`src/rtl/press_counter_display.sv`:
```
`default_nettype none
// ============================================================================
//  Module      : press_counter_display
//  Description : Counts button presses in two-digit BCD and drives two
//                seven-segment digits. A press held for HOLD_TIME consecutive
//                cycles in the pressed state clears the count instead of
//                incrementing it, and a one-cycle o_Cleared pulse follows.
//  Revision    : 1.0  initial release
// ----------------------------------------------------------------------------
//  Parameters
//    HOLD_TIME       pressed cycles that turn a press into a clear (2..2^25-1)
//  Ports
//    CLK             system clock, rising edge
//    i_Reset         asynchronous active-high reset
//    i_Button_State  debounced button level, 1 = pressed, synchronous to CLK
//    o_Count         press count, BCD: [7:4] tens, [3:0] ones
//    o_Segment1      tens digit, active-low segments, bit6 = A .. bit0 = G
//    o_Segment2      ones digit, same encoding as o_Segment1
//    o_Cleared       one-cycle pulse following a long-press clear
// ============================================================================
module press_counter_display #(
  parameter int HOLD_TIME = 25000000
) (
  input  logic       CLK,
  input  logic       i_Reset,
  input  logic       i_Button_State,
  output logic [7:0] o_Count,
  output logic [6:0] o_Segment1,
  output logic [6:0] o_Segment2,
  output logic       o_Cleared
);

  // --------------------------------------------------------------------------
  // Constants
  // --------------------------------------------------------------------------
  localparam logic [1:0]  c_IDLE    = 2'd0;
  localparam logic [1:0]  c_PRESSED = 2'd1;
  localparam logic [1:0]  c_HELD    = 2'd2;

  // Timer value seen in the last pressed cycle before a hold becomes a clear.
  localparam logic [24:0] c_HOLD_LAST = 25'(HOLD_TIME - 1);

  localparam logic [6:0]  c_SEG_BLANK = 7'h7F;
  localparam logic [6:0]  c_SEG_ZERO  = 7'h01;

  // --------------------------------------------------------------------------
  // Active-low segment decode, {A,B,C,D,E,F,G}. Non-BCD values blank the
  // digit; they cannot occur because the counter only ever steps in BCD.
  // --------------------------------------------------------------------------
  function automatic logic [6:0] seg_decode(input logic [3:0] digit);
    logic [6:0] seg;
    case (digit)
      4'd0:    seg = 7'h01;
      4'd1:    seg = 7'h4F;
      4'd2:    seg = 7'h12;
      4'd3:    seg = 7'h06;
      4'd4:    seg = 7'h4C;
      4'd5:    seg = 7'h24;
      4'd6:    seg = 7'h20;
      4'd7:    seg = 7'h0F;
      4'd8:    seg = 7'h00;
      4'd9:    seg = 7'h04;
      default: seg = c_SEG_BLANK;
    endcase
    return seg;
  endfunction

  // --------------------------------------------------------------------------
  // Registers
  // --------------------------------------------------------------------------
  logic [1:0]  r_state;
  logic [24:0] r_timer;
  logic [7:0]  r_count;
  logic        r_cleared;
  logic [6:0]  r_seg1;
  logic [6:0]  r_seg2;

  // --------------------------------------------------------------------------
  // Combinational next-state values
  // --------------------------------------------------------------------------
  logic [1:0]  w_state_nxt;
  logic [24:0] w_timer_nxt;
  logic [7:0]  w_count_nxt;
  logic        w_cleared_nxt;
  logic [7:0]  w_count_inc;
  logic [3:0]  w_ones;
  logic [3:0]  w_tens;

  assign w_ones = r_count[3:0];
  assign w_tens = r_count[7:4];

  // BCD increment: ones wrap 9 -> 0 with carry; 99 wraps to 00.
  always_comb begin
    w_count_inc = r_count;
    if (w_ones == 4'd9) begin
      w_count_inc[3:0] = 4'd0;
      if (w_tens == 4'd9) begin
        w_count_inc[7:4] = 4'd0;
      end else begin
        w_count_inc[7:4] = w_tens + 4'd1;
      end
    end else begin
      w_count_inc[3:0] = w_ones + 4'd1;
    end
  end

  // Press FSM. In PRESSED the release test comes first so that a release in
  // the threshold cycle still counts as a short press.
  always_comb begin
    w_state_nxt   = r_state;
    w_timer_nxt   = r_timer;
    w_count_nxt   = r_count;
    w_cleared_nxt = 1'b0;
    case (r_state)
      c_IDLE: begin
        if (i_Button_State) begin
          w_state_nxt = c_PRESSED;
          w_timer_nxt = 25'd0;
        end
      end
      c_PRESSED: begin
        if (!i_Button_State) begin
          w_count_nxt = w_count_inc;
          w_state_nxt = c_IDLE;
        end else if (r_timer == c_HOLD_LAST) begin
          w_count_nxt   = 8'h00;
          w_cleared_nxt = 1'b1;
          w_state_nxt   = c_HELD;
        end else begin
          w_timer_nxt = r_timer + 25'd1;
        end
      end
      c_HELD: begin
        // Long press already consumed; wait for release without counting.
        if (!i_Button_State) begin
          w_state_nxt = c_IDLE;
        end
      end
      default: begin
        w_state_nxt = c_IDLE;
        w_timer_nxt = 25'd0;
      end
    endcase
  end

  // --------------------------------------------------------------------------
  // State, timer, count and clear pulse
  // --------------------------------------------------------------------------
  always_ff @(posedge CLK or posedge i_Reset) begin
    if (i_Reset) begin
      r_state   <= c_IDLE;
      r_timer   <= 25'd0;
      r_count   <= 8'h00;
      r_cleared <= 1'b0;
    end else begin
      r_state   <= w_state_nxt;
      r_timer   <= w_timer_nxt;
      r_count   <= w_count_nxt;
      r_cleared <= w_cleared_nxt;
    end
  end

  // --------------------------------------------------------------------------
  // Segment registers: decode of the registered count, one cycle behind it.
  // --------------------------------------------------------------------------
  always_ff @(posedge CLK or posedge i_Reset) begin
    if (i_Reset) begin
      r_seg1 <= c_SEG_ZERO;
      r_seg2 <= c_SEG_ZERO;
    end else begin
      r_seg1 <= seg_decode(r_count[7:4]);
      r_seg2 <= seg_decode(r_count[3:0]);
    end
  end

  // --------------------------------------------------------------------------
  // Outputs
  // --------------------------------------------------------------------------
  assign o_Count    = r_count;
  assign o_Segment1 = r_seg1;
  assign o_Segment2 = r_seg2;
  assign o_Cleared  = r_cleared;

endmodule
`default_nettype wire

```
`config.mk`:
```
export PLATFORM = sky130hd
export DESIGN_NAME = press_counter_display
export DESIGN_NICKNAME = d
export VERILOG_FILES = /design/src/rtl/press_counter_display.sv
export SDC_FILE = /design/constraint.sdc
export NUM_CORES = 1
export LEC_CHECK = 0
export ABC_AREA = 1
export CELL_PAD_IN_SITES_DETAIL_PLACEMENT = 1
export CELL_PAD_IN_SITES_GLOBAL_PLACEMENT = 2
export CORE_ASPECT_RATIO = 1.5
export CORE_UTILIZATION = 34
export CTS_CLUSTER_DIAMETER = 80
export CTS_CLUSTER_SIZE = 20
export DETAILED_ROUTE_END_ITERATION = 8
export GPL_ROUTABILITY_DRIVEN = 0
export PLACE_DENSITY = 0.76
export SYNTH_ARGS = -nofsm -noshare
export SYNTH_HDL_FRONTEND = slang
export SYNTH_SLANG_ARGS = --single-unit
```
`constraint.sdc`:
```
create_clock -name CLK -period 1.8 [get_ports CLK]
set_input_delay 0.36 -clock CLK [delete_from_list [all_inputs] [get_ports CLK]]
set_output_delay 0.36 -clock CLK [all_outputs]
set_load 0.05 [all_outputs]
```
Word level (Yosys, flattened, before mapping)
Memories as Yosys holds them, arrays and structs flattened. A register that Yosys moved wholly into a read port is not among the register bits.
Index checks and enable logic that the tools add are counted.
W data, S select, Z words.
Storage, ports and cells
  flip-flop bits (word level): 36
  memory bits (read-only): 224
  input bits: 3
  output and inout bits: 23
  logic and storage cells: 45
  memories: 2
Cells by class
  add/subtract/negate cells: 3
  equality and inequality tests: 11
  mux-type cells: 17
  bitwise operators: 1
  reduce and logical (&&, ||, !) cells: 6
Memories
  (no name shown): depth 16, width 7, read ports 1, clocked after Yosys merged registers in 1, write ports 0, RTL line 52  | case (digit)
  (no name shown): depth 16, width 7, read ports 1, clocked after Yosys merged registers in 1, write ports 0, RTL line 52
Operator list (count)
  $mux W25: 3
  $pmux W25 S3: 1
  $add A25 B1 Y25 const B: 1
  $eq A25 B25 Y1 const B: 1
  $mux W8: 2
  $mux W4: 3
  $add A4 B1 Y4 const B: 2
  $eq A4 B4 Y1 const B: 2
  $mux W2: 4
  $ne A2 B2 Y1 const B: 4
  $pmux W2 S3: 1
  $reduce_and A3 Y1: 2
  $reduce_and A4 Y1: 1
  $mux W1: 3
  $ne A3 B3 Y1 const B: 1
  $eq A2 B1 Y1 const B: 1
  $eq A2 B2 Y1 const B: 1
  $logic_not A2 Y1: 1
  $ne A2 B1 Y1 const B: 1
  $reduce_and A2 Y1: 1
  $reduce_bool A2 Y1: 1
  $not A1 Y1: 1

Longest topological paths before layout
Gate-level depths: netlist of run 1.
  depth after elaboration: 4
  depth in mapped cells: 12
  gate-level depth less buffers: 10

Worst setup path after synthesis of run 1
Ideal clock, no wire load.
  path type: flip-flop to flip-flop
  start point: reg r_count[1], in the netlist o_Count[1]
  end point: reg r_count[4], in the netlist o_Count[4]
  setup time: 0.066 ns
  arrival time: 1.597 ns
  required time: 1.734 ns
  setup slack: 0.137 ns
  stages on the path, launching flop included: 8
  buffers on the path: 0
  clock period less this slack: 1.663 ns
  path through: dfrtp_1 > inv_1 > ha_1 > nand3_1 > nand2_1 > nand3_1 > nand2_1 > nand2_1
Between the ends
  longest elaborated chain between the ends: 3
Ends and longest elaborated chain
  from (decl): RTL line 73  | logic [7:0] r_count;
  from (signal assigned): RTL line 158  | r_count <= w_count_nxt;
  $eq A4 B4 Y1: RTL line 95  | if (w_ones == 4'd9) begin
  $reduce_bool A2 Y1 (no source line)
  $reduce_and A3 Y1 (no source line)
No other way between the ends.
A chain may end at the register's enable or synchronous reset.

Worst setup path in the final report of run 1
  start point: reg r_timer[1]
  end point: reg r_timer[22]
Between the ends
  longest elaborated chain between the ends: 4
  elaborated cells on any way between the ends: 7
  classes of those cells: 1 x add/sub; 2 x eq/ne; 3 x mux; 1 x reduce/logical
Ends and longest elaborated chain
  from (decl): RTL line 72  | logic [24:0] r_timer;
  from (signal assigned): RTL line 157  | r_timer <= w_timer_nxt;
  $add A25 B1 Y25: RTL line 130  | w_timer_nxt = r_timer + 25'd1;
  $mux W25: RTL line 125  | end else if (r_timer == c_HOLD_LAST) begin
  $mux W25: RTL line 122  | if (!i_Button_State) begin
  $pmux W25 S3: RTL line 114  | case (r_state)
Several ways; a longest one is shown, not always the timed one. The select of a mux whose other input is x is not followed.

==> reports/qor.yml, run 1 <==
synthesis:
  avgSynthCellArea_um2: 7.69
  yosysTopAreaCell: "dfrtp_1"
  synth_seq_cells: 50
  netlist_area_um2: 2960
  synth_top_area_share_pct: 40.6
  synth_cells: 385
  ys_seq_area_share_pct: 42.3
  synth.area.top_cells: "dfrtp_1, nand2_1, nand3_1"
  yosys_warnings: 0
  synth_cell_types: 29
  syn-num-nets: 399
finish:
  antenna_cells: 0
  final-instance-count-excl-fill: 536
  area_growth_pct: 23.0
  drive_above_1_share_pct: 19.6
  finalInstanceArea_um2: 3640
  nNetsFinal: 442
timing:
  finalWorstSetupSlack_ps: 122
  period_share_pct: 93.2
  setup_tns_ps: 0
  hold_viol: 0
  clock.fmax_mhz: 596
  finalSetupViolCount: 0
  skew_ps: 2.30
  maxSlewViolCount: 0
  post-route-min-period_ps: 1680
  fin_hold_ws_ps: 332
  rsz0062_at_grt: "yes"
  tightest_slew_ps: 576
  slew_headroom_pct: 61.2
placement:
  dpl_cell_area_um2: 3430
  dp_cells: 525
  dp_slack_ps: 46.1
  io_buffer_count: 25
  post-dp-hpwl_mm: 5.90
run_status:
  status: "finished, final reports clean"
power:
  pwr-share-comb_pct: 30.3
  seq_power_share_pct: 38.7
  p_leak_nw: 1.74
  p_clk_share_pct: 31.1
  peakVddDrop_uv: 681
  internal-power_w: 0.00225
  power_switching_w: 0.00123
  power.density_nw_per_um2: 956
  swShare_pct: 35.4
clock_tree:
  path_clk_slew_ps: 70
  cts_buffer_depth: 2
  cts_tree: "built"
  clock_sinks: 50
  cts-root-buf: "clkbuf_16"
  htree_num_levels: 2
  cts_made_buffers: 5
  hold_buffers: 0
  clock_latency_ps: 290
grt:
  antenna_found_initial: 0
  track_usage_pct: 18.9
  grt_pass1_wl_mm: 13.5
  grt_pass1_vias: 2729
  gr-total-overflow: 0
  grt_max_degree: 20
route:
  drc: 0
  firstDrtPassIters: 4
  wl_per_cell_um: 14.4
  num_vias: 2621
  via_per_inst: 4.89
  drtIter0Drc: 97
  totalWireLength_mm: 7.73
  ant_nets: 0
flow_run:
  cap_violations: 0
critical_path:
  endpoint_kind: "flop"
  crit_required_ps: 1990
  path_class: "flop to flop"
  start_kind: "flop"
  crit_arrival_ps: 1870
  crit_fanout: 7
floorplanning:
  core_um2: 8410
  rows: 41
  initial_utilization_pct: 35.2
  die-area_um2: 9100
  die-width_um: 78.2
  io_pins: 26
  die_h_um: 116
worst_hold_path:
  hold_class: "input port to asynchronous set/reset pin"
## through the flow
stage	power (W)	utilization [%]
3_3_place_gp	0.00242	40.8
4_1_cts	0.00353	42.7
5_1_grt	0.00367	43.3
2_1_floorplan	0.00207	-
3_5_place_dp	0.00243	40.8
6_report	0.00348	43.3
## synthesized netlist by cell type
library cell / n
a21oi_1: 3
clkbuf_1: 5
dfstp_2: 2
xor2_1: 5
ha_1: 11
nand2_2: 3
nand3_2: 11
nor3_1: 3
nor2_4: 3
inv_2: 3
xnor2_1: 6
nor3b_1: 1
nand2_4: 2
o21bai_1: 3
buf_6: 4
o21ai_0: 22
and3_1: 1
dfrtp_1: 48
nand2_1: 113
or2_2: 2
inv_1: 31
nand4_1: 9
nand3b_1: 1
o21ai_1: 3
o21a_1: 1
nand3_1: 46
buf_2: 1
nor2_1: 40
nor2_2: 2
## registers in the layout, indices dropped and copies added, names as in the netlist
register and flops:
o_Segment1 7, o_Cleared 1, o_Count 8, r_timer 25, o_Segment2 7, r_state 2
## kinds of logic after synthesis
family	Yosys count	share of synthesized area (%)
DFF	50	42.3
adders and majority gates	11	4.65
xor gates and xnor gates	11	3.25
and+or+nand+nor	237	37.4
AOI/OAI and AO/OA	32	5.75
buffers and inverters	44	6.63
## layout make-up
| cell class | count | area [µm²] |
|---|---|---|
| sequential | 50 | 1250 |
| inverter | 34 | 128 |
| multi-input combinational | 291 | 1530 |
| timing repair buffer | 46 | 429 |
| clock inverter | 2 | 37.5 |
| clock buffer | 6 | 129 |
| fill | 1034 | 4770 |
| tap | 107 | 134 |
## critical path, cell delays in order (launching register included)
cell	delay, ps
dfrtp_1	370
ha_2	210
nand2_2	70
nor2_4	180
buf_4	150
nand3_4	110
nor2_4	230
nand3_1	110
nand3_2	90
nand2_1	40
## cell usage in the layout, fill, tap and decap left out, types with 2 or more instances in the layout
cell	count
clkdlybuf4s50_1	2
nor3_1	3
nand2_2	5
o21bai_1	3
nor2_2	2
xor2_1	5
nand4_1	9
o21ai_0	21
clkbuf_16	5
dfrtp_1	48
or2_2	2
ha_1	10
nand3_1	45
inv_2	4
o21ai_1	4
buf_4	37
inv_1	30
dfstp_2	2
nor2_4	3
a21oi_1	3
xnor2_1	6
nand2_4	2
buf_12	6
nand3_2	11
nor2_1	40
nand2_1	111
## power groups by stage
| stage | combinational [W] | sequential (W) | clock [W] |
|---|---|---|---|
| global route | 0.00114 | 0.00137 | 0.00117 |
| detailed placement | 0.00106 | 0.00137 | 0 |
| CTS | 0.00106 | 0.00135 | 0.00112 |
| floorplan | 0.000285 | 0.00178 | 0 |
| finish | 0.00105 | 0.00135 | 0.00108 |
| global placement | 0.00105 | 0.00137 | 0 |
## worst paths after layout
path | from | endpoint | slack, ps | depth (start not counted)
setup / recovery | r_timer[1] | r_timer[22] | 120 | 9
hold / removal | i_Reset | o_Cleared | 330 | 2
setup reg to reg | r_timer[1] | r_timer[22] | 120 | 9
hold reg to reg | r_timer[1] | r_timer[1] | 550 | 2
max in group asynchronous | i_Reset | r_timer[11] | 970 | 3
min in group CLK | r_timer[1] | r_timer[1] | 550 | 2
## metal layers
metal	share of wire [%]	global-route usage, %	up-vias
met5	0	0	-
met4	1.3	5.93	0
met3	1.5	2.81	8
met2	55	35.9	15
li1	-	-	1319
met1	42	21.7	1279
## repair_timing
action | in CTS | in global routing
setup buffers | 0 | 3
setup endpoints to repair | 0 | 29
resized for setup | 0 | 7
Note: power is estimated with default switching activity, not from simulation.
==> run 2, diff against run 1 <==
Settings changed: CELL_PAD_IN_SITES_DETAIL_PLACEMENT 1 to 0.
==> run 2 against run 1 <==
Setup slack better by 13 ps. Sequential power about the same. Cell count up 0.19%. Critical endpoint is now r_timer[24]. Largest power group unchanged.
==> reports/qor.yml, run 2 (synthesis results as in run 1) <==
timing:
  period_share_pct: 92.5  # was 93.2%
  hold_viol: 0  # unchanged
  skew_ps: 8.11  # was 2.30 ps
  finalSetupViolCount: 0  # unchanged
  tightest_slew_ps: 506  # was 576 ps
  setup_tns_ps: 0  # unchanged
  rsz0062_at_grt: "no"  # was yes
  clock.fmax_mhz: 600  # was 596 MHz
  slew_headroom_pct: 65.9  # was 61.2%
  fin_hold_ws_ps: 320  # was 332 ps
  post-route-min-period_ps: 1670  # was 1680 ps
  maxSlewViolCount: 0  # unchanged
route:
  via_per_inst: 4.74  # was 4.89
  drc: 0  # unchanged
  firstDrtPassIters: 4  # unchanged
  num_vias: 2548  # was 2621
  totalWireLength_mm: 7.16  # was 7.73 mm
  wl_per_cell_um: 13.3  # was 14.4 µm
  ant_nets: 0  # unchanged
  drtIter0Drc: 107  # was 97
clock_tree:
  clock_sinks: 50  # unchanged
  cts-root-buf: "clkbuf_16"  # unchanged
  htree_num_levels: 2  # unchanged
  hold_buffers: 0  # unchanged
  cts_tree: "built"  # unchanged
  clock_latency_ps: 300  # was 290 ps
  cts_made_buffers: 5  # unchanged
  path_clk_slew_ps: 70  # about the same
  cts_buffer_depth: 2  # unchanged
finish:
  mostFrequentLayoutCell: "nand2_1"  # unchanged
  antenna_cells: 0  # unchanged
  top_register: "r_timer"  # unchanged
  final_util_pct: 42.8  # was 43.3%
  drive_above_1_share_pct: 19.1  # was 19.6%
  largest_register_ffs: 25  # unchanged
  nNetsFinal: 443  # was 442
  layout_common_cells: "nand2_1, dfrtp_1, nand3_1, nor2_1, buf_4"  # unchanged
  area_growth_pct: 21.7  # was 23.0%
critical_path:
  start_kind: "flop"  # unchanged
  crit_fanout: 7  # unchanged
  crit_required_ps: 1990  # about the same
  path_class: "flop to flop"  # unchanged
  endpoint_kind: "flop"  # unchanged
  crit_arrival_ps: 1850  # was 1870 ps
power:
  pwr-share-comb_pct: 31.3  # was 30.3%
  peakVddDrop_uv: 520  # was 681 µV
  seq_power_share_pct: 40.3  # was 38.7%
  p_clk_share_pct: 28.5  # was 31.1%
  swShare_pct: 36.9  # was 35.4%
  power.density_nw_per_um2: 926  # was 956 nW/µm²
  power_switching_w: 0.00123  # about the same
  p_leak_nw: 1.74  # about the same
  internal-power_w: 0.00210  # was 0.00225 W
  power.total_w: 0.00334  # was 0.00348 W
placement:
  io_buffer_count: 25  # unchanged
  post-dp-hpwl_mm: 5.43  # was 5.90 mm
grt:
  grt_pass1_vias: 2583  # was 2729
  gr-total-overflow: 0  # unchanged
  grt_max_degree: 20  # unchanged
  antenna_found_initial: 0  # unchanged
  grt_pass1_wl_mm: 12.5  # was 13.5 mm
  track_usage_pct: 17.6  # was 18.9%
run_status:
  status: "finished, final reports clean"  # unchanged
worst_hold_path:
  hold_class: "input port to asynchronous set/reset pin"  # unchanged
floorplanning:
  rows: 41  # unchanged
  core_um2: 8410  # unchanged
  io_pins: 26  # unchanged
  die-area_um2: 9100  # unchanged
  die-width_um: 78.2  # unchanged
  initial_utilization_pct: 35.2  # unchanged
  die_h_um: 116  # unchanged
flow_run:
  cap_violations: 0  # unchanged
run 2: area by class of cell:
cell class              instances  area [µm²]
fillers                       892        4810
multi-input cells             291        1510
flip-flops and latches         50        1250
repair buffers                 47         433
well taps                     107         134
clock buffers                   6         129
inverters                      34         128
clock inverters                 2        13.8
run 2: worst max-delay path, stage by stage (launching register included):
cell     delay [ps]
dfrtp_1         370
ha_2            210
nand2_2          80
nor2_4          160
buf_4           140
nand3_2         150
nor2_4          210
nand3_1         120
nand3_2          90
nand2_1          50
run 2: final timing paths:
check,from,end,slack (ps),depth (start not counted)
hold / removal,i_Reset,r_state[0],320,2
max in group asynchronous,i_Reset,r_timer[9],980,3
setup reg to reg,r_timer[1],r_timer[24],130,9
min in group CLK,r_timer[18],r_timer[18],540,2
hold reg to reg,r_timer[18],r_timer[18],540,2
setup / recovery,r_timer[1],r_timer[24],130,9
run 2: power groups by stage:
| stage | logic, W | registers [W] | clock network (W) |
|---|---|---|---|
| 2_1_floorplan | 0.000285 | 0.00178 | 0 |
| 3_3_place_gp | 0.00105 | 0.00137 | 0 |
| 3_5_place_dp | 0.00105 | 0.00137 | 0 |
| 4_1_cts | 0.00105 | 0.00135 | 0.000991 |
| 5_1_grt | 0.00113 | 0.00136 | 0.00103 |
| 6_report | 0.00104 | 0.00134 | 0.000949 |
run 2: timing repair:
item                       4_1_cts  5_1_grt
hold endpoints to repair         0        0
buffers inserted                 0        4
gates resized for setup          0        1
setup endpoints to repair        0       29
run 2: per-stage QoR:
stage               instance area (µm²)  instances  worst slack, ps
global route                       3600        537             10.9
CTS                                3570        533             59.2
finish                             3600        537              135
global placement                   3430        525              101
floorplan                          2960        385              137
detailed placement                 3430        525             71.6
run 2: layer usage:
metal	up-vias	global-route usage (%)	wire (µm)
met5	-	0	0
met4	0	5.93	108
met3	7	2.81	123
met2	21	32.9	3870
met1	1197	20.3	3060
li1	1323	-	-
==> patch: new RTL, config.mk and constraints of run 1 <==
Set the parameter `HOLD_TIME` to 12500000 (it was 25000000).
--- a/src/rtl/press_counter_display.sv
+++ b/src/rtl/press_counter_display.sv
@@ -21,3 +21,3 @@
 module press_counter_display #(
-  parameter int HOLD_TIME = 25000000
+  parameter int HOLD_TIME = 12500000
 ) (
Function: no difference found for any inputs over 10 cycles, from zero or initial values and one cycle with i_Reset high; that may be too few to reach the edited logic, so the function may still have changed.
==> patch against run 1 <==
- sequential cell count did not move
- highest routed layer unchanged
- area after synthesis up 0.51%
- die area grew 0.49%
- cell count is 3.0% higher
- largest power group is now combinational logic
- via count rose by 5.5%
- core utilization rose by 0.58 points
- synthesized cell count grew 1.8%
- setup slack improved by 0.019 ns
- wire length is 12% higher
- total power is 13% higher
- clock skew increased by 0.00092 ns
- final area up 2.0%
==> patch: results (changes against run 1) <==
* Status: complete, no violations (unchanged)
* Cells after DPL at 542 (was 525)
* Clock network area share at 0.04481 (was 0.04569)
* Clk slew on worst S/H paths at 0.07 ns (about the same)
* Inverters excl. clock at 37 (was 34)
* Mapped Nets at 406 (was 399)
* Synth Area in XOR/XNOR at 0.04414 (was 0.03253)
* Internal power at 2.412 mW (was 2.247 mW)
* Layout cell share with drive strength beyond 1 at 0.1888 (was 0.1958)
* Synth Area in Compound Gates at 0.06936 (was 0.05746)
* Setup crit start: r_timer[0] (was r_timer[1])
* Layout non-clock buf frac at 0.1274 (was 0.1178)
* FF+latch count at 50 (unchanged)
* Worst slack, placed at 0.06472 ns (was 0.04607 ns)
* Detail Placement HPWL at 6.735 mm (was 5.895 mm)
* Initial antenna violation count at 0 (unchanged)
* Arr. time, crit path at 1.85 ns (was 1.87 ns)
* Pin count of the biggest net entering global routing at 51 (was 20)
* Mapped cell area at 2977 µm² (was 2962 µm²)
* Crit-path slowest cell: dfrtp_1 (unchanged)
* Max VDD drop at 833.9 µV (was 681.2 µV)
* Non-CTS buffers at 53 (was 46)
* Final nets at 458 (was 442)
* Placed Area at 3507 µm² (was 3430 µm²)
* #MultiIn Comb at 297 (was 291)
* Area contributors post-synth: dfrtp_1 (40%), nand2_1 (13%), nand3_1 (8.2%), nor2_1 (6.2%), inv_1 (4.7%) (was dfrtp_1 (41%), nand2_1 (14%), nand3_1 (7.8%), nor2_1 (5.1%), ha_1 (4.6%))
* Fraction of area in multi-input gates at 0.4168 (was 0.4205)
* Reg2reg end: r_timer[18] (was r_timer[22])
* First-pass GRT wire length at 14.55 mm (was 13.48 mm)
* Vias in the first global route at 2932 (was 2729)
* Setup CP Type: reg2reg (unchanged)
* Seq/total area at 0.3376 (was 0.3442)
* Hold slack at 0.4263 ns (was 0.3315 ns)
* DRT Pass-1 Iters at 6 (was 4)
* Final Core Density at 0.4387 (was 0.4329)
* Slew margin rel. at 0.6253 (was 0.6117)
* Via density at 5.009 (was 4.890)
* Syn Inst Count at 392 (was 385)
* CP peak stage delay at 0.39 ns (was 0.37 ns)
* Fillers at 1070 (was 1034)
* R2R depth at 10 (was 9)
* Non-filler cells, final at 552 (was 536)
* Top cells by count, synth: nand2_1 (100), nand3_1 (49), nor2_1 (49), dfrtp_1 (48), inv_1 (37) (was nand2_1 (113), dfrtp_1 (48), nand3_1 (46), nor2_1 (40), inv_1 (31))
* Yosys cell types at 28 (was 29)
* Routed Wire Length at 8.692 mm (was 7.732 mm)
* Sequential area share after synthesis at 0.4212 (was 0.4233)
* Adder-Cell Fraction of Synth Area at 0.04624 (was 0.04647)
* Initial DRC Count at 83 (was 97)
* Static leakage at 1.737 nW (was 1.743 nW)
* Clock skew at 0.003220 ns (was 0.002302 ns)
* Async SR Flop Fraction at 1.000 (unchanged)
* Clock root buffer: clkbuf_16 (unchanged)
* CP delay by family, top: simple AND/OR/NAND/NOR gates (unchanged)
## patch: changes by cell type after synthesis, sizes merged, moves of 3 or more
cell / before / now
inv: 34 / 37
o21ai: 25 / 31
nand2: 118 / 106
xor2: 5 / 9
nand3: 57 / 52
nor2: 45 / 57
## patch: power groups by stage
stage	combinational [mW]	clock [mW]	sequential [mW]
global placement	1.44	0	1.43
detailed placement	1.45	0	1.44
global route	1.55	1.17	1.44
CTS	1.45	1.14	1.42
finish	1.44	1.09	1.41
floorplan	0.395	0	1.98
## patch: metal layers
metal	vias to the layer above	GRT usage	part of all wire
met2	32	0.4257	0.57
met5	-	0	0
met4	0	0.08765	0.027
met3	13	0.02578	0.016
li1	1367	-	-
met1	1353	0.2159	0.39
## patch: worst register-to-register path, stage by stage (launching register included)
cell and delay, ns:
dfrtp_1 0.39, ha_2 0.22, nand2_1 0.08, nor2_2 0.11, nand2_1 0.09, nor2_4 0.15
nand3_2 0.10, nand2_4 0.10, nand2_2 0.13, nand2_1 0.13, nand2_1 0.05
